$ cat config.mk
export PLATFORM = sky130hd
export DESIGN_NAME = koa_mult_sched
export DESIGN_NICKNAME = d
export VERILOG_FILES = /design/src/rtl/fpu_koa_pkg.sv /design/src/rtl/rr_arb2.sv /design/src/rtl/koa_mult_sched.sv
export SDC_FILE = /design/constraint.sdc
export NUM_CORES = 1
export LEC_CHECK = 0
export ABC_CLOCK_PERIOD_IN_PS = 2200
export BUFFER_PORTS_ARGS = -buffer_cell sky130_fd_sc_hd__buf_2
export CAP_MARGIN = 15
export CORE_AREA = 4 4 94 96
export CTS_BUF_LIST = sky130_fd_sc_hd__clkbuf_8
export CTS_CLUSTER_SIZE = 20
export DETAILED_ROUTE_END_ITERATION = 6
export DIE_AREA = 0 0 98 100
export GPL_TIMING_DRIVEN = 1
export PLACE_DENSITY = 0.76
export SYNTH_ARGS = -nofsm -noshare
export SYNTH_HDL_FRONTEND = slang
export SYNTH_SLANG_ARGS = --single-unit
$ cat constraint.sdc
create_clock -name clk -period 2.2 [get_ports clk]
set_clock_uncertainty 0.05 [all_clocks]
set_input_delay 0.44 -clock clk [delete_from_list [all_inputs] [get_ports clk]]
set_output_delay 0.44 -clock clk [all_outputs]
set_load 0.05 [all_outputs]
$ cat src/rtl/fpu_koa_pkg.sv
// Shared types and defaults for the Karatsuba multiplier sequencer.
package fpu_koa_pkg;

    localparam int unsigned SW_DEF  = 24;
    localparam int unsigned LAT_DEF = 2;

    typedef enum logic [1:0] {
        IDLE = 2'd0,
        CALC = 2'd1,
        LOAD = 2'd2,
        DONE = 2'd3
    } state_t;

    // Settle counter must hold LAT-1 down to 0.
    function automatic int unsigned cnt_width(input int unsigned lat);
        return $clog2(lat + 1);
    endfunction

endpackage

$ cat src/rtl/rr_arb2.sv
// Two-way round-robin arbiter; ties go to the requester not granted last.
module rr_arb2 (
    input  logic       clk,
    input  logic       rst,
    input  logic [1:0] req,
    input  logic       accept,
    output logic [1:0] grant
);

    logic last_grant;

    always_comb begin
        grant = 2'b00;
        case (req)
            2'b01:   grant = 2'b01;
            2'b10:   grant = 2'b10;
            2'b11:   grant = last_grant ? 2'b01 : 2'b10;
            default: grant = 2'b00;
        endcase
    end

    // Reset value 1 lets requester 0 win the first tie.
    always_ff @(posedge clk or negedge rst) begin
        if (!rst) begin
            last_grant <= 1'b1;
        end else if (accept) begin
            last_grant <= grant[1];
        end
    end

endmodule

$ cat src/rtl/koa_mult_sched.sv
// Sequences one shared Karatsuba multiplier between the FP-multiply and div/sqrt paths.
module koa_mult_sched
    import fpu_koa_pkg::*;
#(
    parameter int unsigned SW  = SW_DEF,
    parameter int unsigned LAT = LAT_DEF
) (
    input  logic            clk,
    input  logic            rst,
    input  logic            req0_valid_i,
    output logic            req0_ready_o,
    input  logic [SW-1:0]   req0_a_i,
    input  logic [SW-1:0]   req0_b_i,
    input  logic            req1_valid_i,
    output logic            req1_ready_o,
    input  logic [SW-1:0]   req1_a_i,
    input  logic [SW-1:0]   req1_b_i,
    output logic            rsp0_valid_o,
    output logic            rsp1_valid_o,
    input  logic            rsp_ready_i,
    output logic [2*SW-1:0] rsp_data_o,
    output logic            busy_o,
    output logic [SW-1:0]   koa_a_o,
    output logic [SW-1:0]   koa_b_o,
    output logic            koa_load_o,
    input  logic [2*SW-1:0] koa_result_i
);

    localparam int unsigned CW = cnt_width(LAT);

    state_t        state, state_nx;
    logic [CW-1:0] cnt, cnt_nx;
    logic          owner;
    logic [1:0]    grant;
    logic          accept;

    rr_arb2 u_arb (
        .clk    (clk),
        .rst    (rst),
        .req    ({req1_valid_i, req0_valid_i}),
        .accept (accept),
        .grant  (grant)
    );

    // Requests are only taken in IDLE; ready is held low while reset is asserted.
    assign accept       = (state == IDLE) && (grant != 2'b00);
    assign req0_ready_o = rst && (state == IDLE) && grant[0];
    assign req1_ready_o = rst && (state == IDLE) && grant[1];

    always_ff @(posedge clk or negedge rst) begin
        if (!rst) begin
            state <= IDLE;
            cnt   <= '0;
        end else begin
            state <= state_nx;
            cnt   <= cnt_nx;
        end
    end

    always_comb begin
        state_nx     = state;
        cnt_nx       = cnt;
        koa_load_o   = 1'b0;
        rsp0_valid_o = 1'b0;
        rsp1_valid_o = 1'b0;
        rsp_data_o   = '0;
        busy_o       = (state != IDLE);
        case (state)
            IDLE: begin
                if (accept) begin
                    state_nx = CALC;
                    cnt_nx   = CW'(LAT - 1);
                end
            end
            CALC: begin
                if (cnt == '0) begin
                    state_nx = LOAD;
                end else begin
                    cnt_nx = cnt - CW'(1);
                end
            end
            LOAD: begin
                koa_load_o = 1'b1;
                state_nx   = DONE;
            end
            DONE: begin
                rsp0_valid_o = !owner;
                rsp1_valid_o = owner;
                rsp_data_o   = koa_result_i;
                if (rsp_ready_i) begin
                    state_nx = IDLE;
                end
            end
            default: state_nx = IDLE;
        endcase
    end

    // Operands stay on the multiplier inputs for the whole operation.
    always_ff @(posedge clk or negedge rst) begin
        if (!rst) begin
            owner   <= 1'b0;
            koa_a_o <= '0;
            koa_b_o <= '0;
        end else if (accept) begin
            owner   <= grant[1];
            koa_a_o <= grant[1] ? req1_a_i : req0_a_i;
            koa_b_o <= grant[1] ? req1_b_i : req0_b_i;
        end
    end

endmodule

==> reports/qor.txt, run 1 <==
row count -> 33
Setup crit end kind -> primary output
pwr/cell area -> 1770 nW/um2
Post-Synth Simple-Gate Area -> 23.8%
IO Pins -> 251
fin area -> 4380 um2
core area -> 8050 um2
final cycle utilization of the critical path -> 94.0%
synthesized cell area -> 2890 um2
global-route wire length before repair -> 15600 um
total track usage -> 19.9%
wire length on met1 -> 3620 um
largest net degree at the start of global routing -> 55
Post-CTS Hold Fix Bufs -> 0
number of global-route vias before repair -> 3017
Crit Path Max Fanout -> 4
largest buffer count on any clock path -> 2
Worst Max-Slew Pin Slew -> 0.682 ns
Max-Cap Viols -> 0
CTS sink cnt -> 54
DR iter-0 viols -> 114
CTS Buf Count -> 5
max incr delay on CP -> 0.42 ns
post-DR wirelength/cell -> 16.7 um
hpwl dp -> 8280 um
Max Fclk -> 483 MHz
Synth Area in XOR/XNOR -> 0%
DR pass1 iterations -> 4
CP Class -> reg -> out
die area -> 9800 um2
Syn. warnings -> 0
TritonCTS clock tree -> yes
Critical Path RT -> 1.71 ns
Mapped Nets -> 419
vias post-DR -> 3019
RSZ-0062 raised after global routing -> no
mux cell area share after synthesis -> 0.736%
Post-Syn Area per Cell -> 11.0 um2
DRC Markers -> 0
largest family of logic cells by synthesized area -> simple AND/OR/NAND/NOR gates
n_diodes -> 0
fin nets -> 663
leakage power -> 2.29 nW
Via density -> 4.92
WHS -> 0.258 ns
master of the slowest instance on the critical path -> dfrtp_1
Post-Synth Adder-Cell Area -> 2.60%
Final min period -> 2.07 ns
CP delay by family, top -> flip-flops
Synth area leaders -> dfrtp_1, o221a_2, and2_1
CP Launch Type -> register
layout cells sized above 1 -> 63.3%
H-tree depth -> 2
Max-Slew Margin vs Limit -> 54.6%
Die Ht -> 100 um
crit path cell chain -> inv_1 > ha_2 > and2_1 > nand2_2 > nor2_2 > buf_4
fin. max-slew vios -> 0
Worst Path Buf+Inv -> 2
met2 wire length -> 5380 um
Synth cell types -> 31
Final Hold Viols -> 0
status -> finished clean
metal3 WL -> 895 um
# port buffers -> 250
Synth area leader -> dfrtp_1
initial core utilization -> 35.9%
GRT overflow -> 0
Min-Delay Path Class -> in -> async
Die Span X -> 98 um
PostCTS Resize Cnt -> 0
Power, Total -> 0.00774 W
Synth top area share -> 45.9%
crit path DAT -> 1.58 ns
clk_lat worst skew -> 0.30 ns
Final setup viols -> 0
setup TNS -> 0 ns
number of setup buffers added after CTS -> 0
RD Place Congestion -> 1.06
Seq cells post-synth -> 54
Final Util -> 54.4%
worst vdd ir -> 848 uV
antenna violations before repair -> 0
Clock Pin Slew Worst Setup and Hold Paths -> 0.10 ns
antenna-violating nets left -> 0
total wire length -> 10200 um
Clk Tree Root Cell -> clkbuf_8
Synth Instances -> 264
Synth Area in Compound Gates -> 21.5%
synthesis-to-finish area growth -> 51.4%
post-place instance area -> 4280 um2
DR top layer -> met4
sequential cell area fraction in the yosys report -> 46.8%
## synth_stat cells
library cell	number
nor3b_1	1
a211oi_1	1
nand2_1	3
a222oi_1	1
or2_2	1
a22o_1	1
buf_4	2
dfrtp_1	53
inv_1	10
a21oi_1	2
buf_2	7
o31a_1	1
clkbuf_2	1
o211ai_1	1
nand2b_1	41
clkbuf_1	11
mux2_2	1
dfstp_2	1
nor2b_1	1
o21ai_1	1
o21a_1	1
nand3_1	1
a31oi_1	1
o221a_2	48
o221ai_1	1
ha_1	6
mux2i_1	1
nand3b_1	1
or2b_1	7
nor2_1	6
and2_1	50
## final cells by class
cell class | instances | area (um2)
Fill cell | 784 | 3670
Multi-Input combinational cell | 179 | 1430
Sequential cell | 54 | 1350
Timing Repair Buffer | 258 | 1340
Tap cell | 105 | 131
Clock buffer | 6 | 82.6
Inverter | 10 | 37.5
Clock inverter | 2 | 8.76
## state kept, by name, summed over array words and instances (netlist names)
register          count
koa_b_o              24
u_arb.last_grant      1
cnt                   2
state                 2
owner                 1
koa_a_o              24
## layer usage
layer | up-vias | global-route usage (%)
met1 | 1415 | 21.6
met4 | 0 | 7.35
li1 | 1426 | -
met2 | 162 | 37.0
met3 | 16 | 5.70
met5 | - | 0
## report_power, final
| part | internal, W | leakage (nW) | total, W | switching (W) |
|---|---|---|---|---|
| Clock | 0.000250 | 0.0524 | 0.000563 | 0.000313 |
| Combinational | 0.00171 | 1.65 | 0.00541 | 0.00370 |
| Sequential | 0.00149 | 0.595 | 0.00176 | 0.000270 |
## stage by stage
| stage | setup slack [ns] | std cells |
|---|---|---|
| floorplan | 0.0651 | 264 |
| global placement | 0.390 | 606 |
| detailed placement | 0.358 | 606 |
| CTS | 0.0114 | 614 |
| global route | 0.0105 | 614 |
| finish | 0.131 | 614 |
## layout by cell type, fill, tap and decap left out, drive strengths merged, types with 3 or more instances in the layout
cell,instances
inv,11
dfrtp,53
nand2b,41
clkbuf,6
o221a,48
and2,50
nand2,3
buf,258
nor2,6
or2b,7
ha,6
## kinds of logic (layout without fill, tap and decap cells)
| logic type | Yosys count | after routing |
|---|---|---|
| buffers and inverters | 31 | 276 |
| AO/OA/AOI/OAI | 59 | 59 |
| multiplexers | 2 | 2 |
| flip-flops | 54 | 54 |
| adder cells (fa/ha/maj) | 6 | 6 |
| AND/OR/NAND/NOR | 112 | 112 |
## final timing paths
path,cells after the start,from,to,slack (ns)
setup / recovery,6,state[1],req1_ready_o,0.13
hold / removal,2,rst,koa_a_o[0],0.26
setup reg to reg,4,state[0],state[1],0.37
hold reg to reg,1,owner,owner,0.48
max in group asynchronous,2,rst,koa_a_o[14],1.38
min in group clk,2,req1_b_i[2],koa_b_o[2],0.35
Note: power is estimated with default switching activity, not from simulation.
==> inputs of run 2 (changes only) <==
--- a/config.mk
+++ b/config.mk
@@ -15,6 +15,7 @@
 export DIE_AREA = 0 0 98 100
 export GPL_TIMING_DRIVEN = 1
 export PLACE_DENSITY = 0.76
+export SETUP_SLACK_MARGIN = 0.2
 export SYNTH_ARGS = -nofsm -noshare
 export SYNTH_HDL_FRONTEND = slang
 export SYNTH_SLANG_ARGS = --single-unit
==> constraint.sdc (replaced) <==
create_clock -name clk -period 2.2 [get_ports clk]
set_clock_uncertainty 0.05 [all_clocks]
set_input_delay 0.11 -clock clk [delete_from_list [all_inputs] [get_ports clk]]
set_output_delay 0.11 -clock clk [all_outputs]
set_load 0.05 [all_outputs]
==> run 2 against run 1 <==
Die area stayed put. Non-clock buffer count up 3. Utilization rose by 0.82 points. Clock-buffer cell count stayed put. Power is 2.6% higher. Fmax grew 11%. Routed wire length rose by 5.2%. Critical path depth rose by 1. Via count is 2.0% higher. Largest cell class unchanged.
==> reports/qor.txt, run 2 (synthesis results as in run 1) <==
status -> finished clean
Worst Max-Slew Pin Slew -> 0.672 ns
most common cell after layout, fill and taps aside -> buf_2
total track usage -> 20.8%
Layout Cells excl Fill -> 616
Largest regs -> koa_a_o (24), koa_b_o (24)
fin worst setup slack -> 0.339 ns
die area -> 9800 um2
clk_lat worst skew -> 0.29 ns
hpwl dp -> 8580 um
Max-Cap Viols -> 0
# port buffers -> 250
fin. max-slew vios -> 0
Die Span X -> 98 um
vias post-DR -> 3078
crit path DAT -> 1.70 ns
worst vdd ir -> 813 uV
final cycle utilization of the critical path -> 84.6%
Max Fclk -> 537 MHz
setup TNS -> 0 ns
largest buffer count on any clock path -> 2
pwr/cell area -> 1790 nW/um2
initial core utilization -> 35.9%
Die Ht -> 100 um
fin nets -> 666
leakage power -> 2.32 nW
CTS sink cnt -> 54
total wire length -> 10800 um
Crit Path Max Fanout -> 18
largest net degree at the start of global routing -> 55
n_diodes -> 0
synthesis-to-finish area growth -> 53.7%
number of global-route vias before repair -> 3164
H-tree depth -> 2
most frequent cells in the layout -> buf_2, dfrtp_1, and2_1, o221a_2, nand2b_1
Power, Total -> 0.00794 W
Final Util -> 55.2%
Min-Delay Path Class -> in -> reg
Final Hold Viols -> 0
layout cells sized above 1 -> 63.6%
CP Launch Type -> register
RSZ-0062 raised after global routing -> no
Setup crit end kind -> primary output
DR iter-0 viols -> 97
pre-CTS WS -> 0.238 ns
CP Class -> reg -> out
global-route wire length before repair -> 16200 um
post-DR wirelength/cell -> 17.5 um
Clk Tree Root Cell -> clkbuf_8
Final min period -> 1.86 ns
Max-Slew Margin vs Limit -> 55.2%
antenna-violating nets left -> 0
DRC Markers -> 0
Via density -> 5.00
Final setup viols -> 0
GRT overflow -> 0
Clock Pin Slew Worst Setup and Hold Paths -> 0.09 ns
CTS Buf Count -> 5
RD Place Congestion -> 0.993
Critical Path RT -> 2.04 ns
DR pass1 iterations -> 4
DP Cell Count -> 606
IO Pins -> 251
core area -> 8050 um2
antenna violations before repair -> 0
TritonCTS clock tree -> yes
row count -> 33
[run 2: cell count changes in the layout (fill, tap and decap cells not counted), sizes merged]
cell / change
dlygate4sd3: +1
inv: -1
buf: +1
clkbuf: +1
clkinv: -1
bufinv: +1
[run 2: area by class of cell]
cell class	instances	area [um2]
well taps	105	131
fillers	754	3610
flip-flops and latches	54	1350
clock buffers	6	82.6
clock inverters	1	30.0
inverters	10	37.5
multi-input cells	179	1440
repair buffers	261	1370
[run 2: critical path, stage by stage (launching register included)]
cell and delay [ns]:
dfrtp_1 0.42, inv_2 0.11, ha_4 0.17, and2_4 0.16, nand2_2 0.05, buf_4 0.20
nor2_2 0.12, buf_6 0.17
[run 2: layer usage]
metal	share of wire [%]	GRT usage [%]	vias to the layer above
met3	8.5	5.49	11
met2	56	41.5	158
met4	1.8	5.32	0
met5	0	0	-
li1	-	-	1431
met1	34	21.3	1478
[run 2: report_power, final]
group | internal, W | leakage (nW) | total [W] | switching [W]
sequential | 0.00149 | 0.595 | 0.00176 | 0.000268
clock | 0.000365 | 0.0573 | 0.000672 | 0.000308
combinational | 0.00174 | 1.67 | 0.00550 | 0.00376
total | 0.00360 | 2.32 | 0.00794 | 0.00433
[run 2: final timing paths]
check / to / cells past startpoint / from / slack [ns]
setup / recovery: req1_ready_o / 7 / state[0] / 0.34
hold / removal: koa_a_o[14] / 2 / req1_a_i[14] / 0.02
setup reg to reg: state[1] / 5 / cnt[0] / 0.39
hold reg to reg: u_arb.last_grant / 2 / u_arb.last_grant / 0.50
max in group asynchronous: koa_a_o[6] / 3 / rst / 1.18
min in group asynchronous: koa_b_o[4] / 3 / rst / 0.46
[run 2: repair_timing]
action | CTS | global route
hold endpoints to repair | 53 | 0
resized for setup | 4 | 5
pin swaps | 1 | 0
hold buffers | 1 | 0
cloned | 0 | 0
endpoints found under the setup margin | 2 | 2
setup buffers | 2 | 0
[run 2: through the flow]
stage / hold WS [ns] / cell area, um2
floorplan: -0.236 / 2890
global placement: 0.245 / 4280
detailed placement: 0.268 / 4280
CTS: 0.00782 / 4430
global route: 0.0128 / 4440
finish: 0.0215 / 4440
==> inputs of run 3 (changes only) <==
--- a/config.mk
+++ b/config.mk
@@ -5,16 +5,16 @@
 export SDC_FILE = /design/constraint.sdc
 export NUM_CORES = 1
 export LEC_CHECK = 0
-export ABC_CLOCK_PERIOD_IN_PS = 2200
+export ABC_CLOCK_PERIOD_IN_PS = 1700
 export BUFFER_PORTS_ARGS = -buffer_cell sky130_fd_sc_hd__buf_2
 export CAP_MARGIN = 15
-export CORE_AREA = 4 4 94 96
+export CORE_MARGIN = 4
+export CORE_UTILIZATION = 36
 export CTS_BUF_LIST = sky130_fd_sc_hd__clkbuf_8
 export CTS_CLUSTER_SIZE = 20
 export DETAILED_ROUTE_END_ITERATION = 6
-export DIE_AREA = 0 0 98 100
 export GPL_TIMING_DRIVEN = 1
-export PLACE_DENSITY = 0.76
+export PLACE_DENSITY = 0.79
 export SETUP_SLACK_MARGIN = 0.2
 export SYNTH_ARGS = -nofsm -noshare
 export SYNTH_HDL_FRONTEND = slang
==> constraint.sdc (replaced) <==
create_clock -name clk -period 1.7 [get_ports clk]
set_clock_uncertainty 0.05 [all_clocks]
set_input_delay 0.085 -clock clk [delete_from_list [all_inputs] [get_ports clk]]
set_output_delay 0.085 -clock clk [all_outputs]
set_load 0.05 [all_outputs]
==> run 3 against run 2 <==
The run now ends with setup timing left. Hold slack got worse by 0.012 ns. Clock-buffer cell count down 1. Cell area increased by 32%. First-iteration DRC count rose by 15%. Register-to-register slack got worse by 0.48 ns. Sequential cell count unchanged. Utilization up 20 points. Global-route usage up 3.7 points. Sequential power is 31% higher. Sequential share of layout area fell by 7.4 points. Clock power is 29% higher. Combinational power increased by 69%. Critical path type is now reg -> reg. Critical endpoint is now koa_a_o[4].
==> reports/qor.txt, run 3 (synthesis results as in run 1) <==
Clock Pin Slew Worst Setup and Hold Paths -> 0.11 ns
post-DR wirelength/cell -> 18.8 um
DR iter-0 viols -> 112
Final Util -> 75.6%
Max-Slew Margin vs Limit -> 53.4%
global-route wire length before repair -> 18800 um
die area -> 9530 um2
max incr delay on CP -> 0.43 ns
DP Cell Count -> 605
number of global-route vias before repair -> 3645
n_diodes -> 0
Die Ht -> 97.6 um
DRC Markers -> 0
crit path cell chain -> inv_2 > ha_4 > o211ai_1 > buf_4 > buf_12 > clkbuf_16 > o221a_4
clk_lat worst skew -> 0.30 ns
largest buffer count on any clock path -> 2
fin area -> 5870 um2
CP Class -> reg -> reg
final cycle utilization of the critical path -> 105%
antenna-violating nets left -> 0
Final setup viols -> 43
HP Start -> req1_a_i[17]
vias post-DR -> 3350
reg-to-reg slack, setup -> -0.09 ns
largest net degree at the start of global routing -> 55
CTS sink cnt -> 54
worst hold path endpoint -> koa_a_o[17]
Layout Cells excl Fill -> 675
IO Pins -> 251
pre-CTS WS -> -0.00108 ns
r2r endpoint -> koa_a_o[4]
failing checks -> setup timing
Crit Path Max Fanout -> 7
core area -> 7770 um2
Max Fclk -> 559 MHz
fin. max-slew vios -> 0
most common cell after layout, fill and taps aside -> buf_2
Min-Delay Path Class -> in -> reg
reg2reg start -> state[1]
Critical Path RT -> 1.84 ns
RD Place Congestion -> 0.815
hpwl dp -> 8270 um
pwr/cell area -> 2120 nW/um2
Max-Cap Viols -> 0
Final min period -> 1.79 ns
Worst Max-Slew Pin Slew -> 0.698 ns
Setup crit end kind -> register
GRT overflow -> 0
Clk Tree Root Cell -> clkbuf_8
# port buffers -> 250
crit path DAT -> 1.93 ns
most frequent cells in the layout -> buf_2, buf_4, dfrtp_1, and2_1, o221a_4
fin nets -> 727
TritonCTS clock tree -> yes
total track usage -> 24.5%
synthesis-to-finish area growth -> 103%
CTS Buf Count -> 5
CP Launch Type -> register
Power, Total -> 0.0125 W
WHS Path Cells -> 2
status -> finished, violations left
leakage power -> 2.81 nW
RSZ-0062 raised after global routing -> yes
master of the slowest instance on the critical path -> dfrtp_1
Final Hold Viols -> 0
post-place instance area -> 4780 um2
row count -> 32
layout cells sized above 1 -> 62.7%
Die Span X -> 97.6 um
FF-to-FF path depth -> 7
DR pass1 iterations -> 4
fin worst setup slack -> -0.0895 ns
Via density -> 4.96
initial core utilization -> 37.2%
antenna violations before repair -> 0
worst vdd ir -> 1690 uV
total wire length -> 12700 um
Largest regs -> koa_a_o (24), koa_b_o (24)
H-tree depth -> 2
## run 3: how the worst max path moves through the flow
stage	cells past startpoint	to	startpoint	slack [ns]
final	7	koa_a_o[4]	state[1]	-0.09
after global routing	5	state[1]	state[0]	-0.13
after CTS	4	state[1]	state[0]	-0.04
after detailed placement	5	state[1]	cnt[0]	-0.001
after global placement	5	state[1]	cnt[0]	0.06
after floorplan	5	state[1]	cnt[0]	0.06
## run 3: where the power goes
group          internal [W]  switching, W
clock              0.000435      0.000434
combinational       0.00381       0.00546
sequential          0.00193      0.000380
## run 3: routing by layer
| metal | routed length [um] | up-vias | track usage (%) |
|---|---|---|---|
| li1 | - | 1564 | - |
| met1 | 5010 | 1638 | 29.1 |
| met2 | 6850 | 124 | 44.4 |
| met3 | 595 | 24 | 4.88 |
| met4 | 271 | 0 | 7.35 |
| met5 | 0 | - | 0 |
## run 3: final cells by class
class                   instances  area, um2
repair buffers                322       2310
multi-input cells             179       1940
fillers                       505       1900
flip-flops and latches         54       1350
well taps                     102        128
clock buffers                   5       68.8
clock inverters                 3       41.3
inverters                      10       37.5
## run 3: through the flow
step	hold slack, ns	TNS, ns
6_report	0.00941	-2.12
4_1_cts	0.0000825	-0.0813
2_1_floorplan	-0.261	0
5_1_grt	0.000663	-6.21
3_3_place_gp	0.222	0
3_5_place_dp	0.232	-0.00108
## run 3: worst max-delay path: cells and delay by family (launching register included)
| family | cells | cell delay [ns] |
|---|---|---|
| buf+inv | 4 | 0.63 |
| flops | 1 | 0.43 |
| compound gates | 2 | 0.39 |
| fa+ha+maj | 1 | 0.17 |
## run 3: repair_timing
| action | 4_1_cts | 5_1_grt |
|---|---|---|
| pin swaps | 4 | 6 |
| hold buffers | 29 | 8 |
| hold endpoints to repair | 81 | 8 |
| gates cloned | 6 | 2 |
| setup buffers | 10 | 7 |
| gates resized for setup | 73 | 24 |
| endpoints found under the setup margin | 102 | 106 |
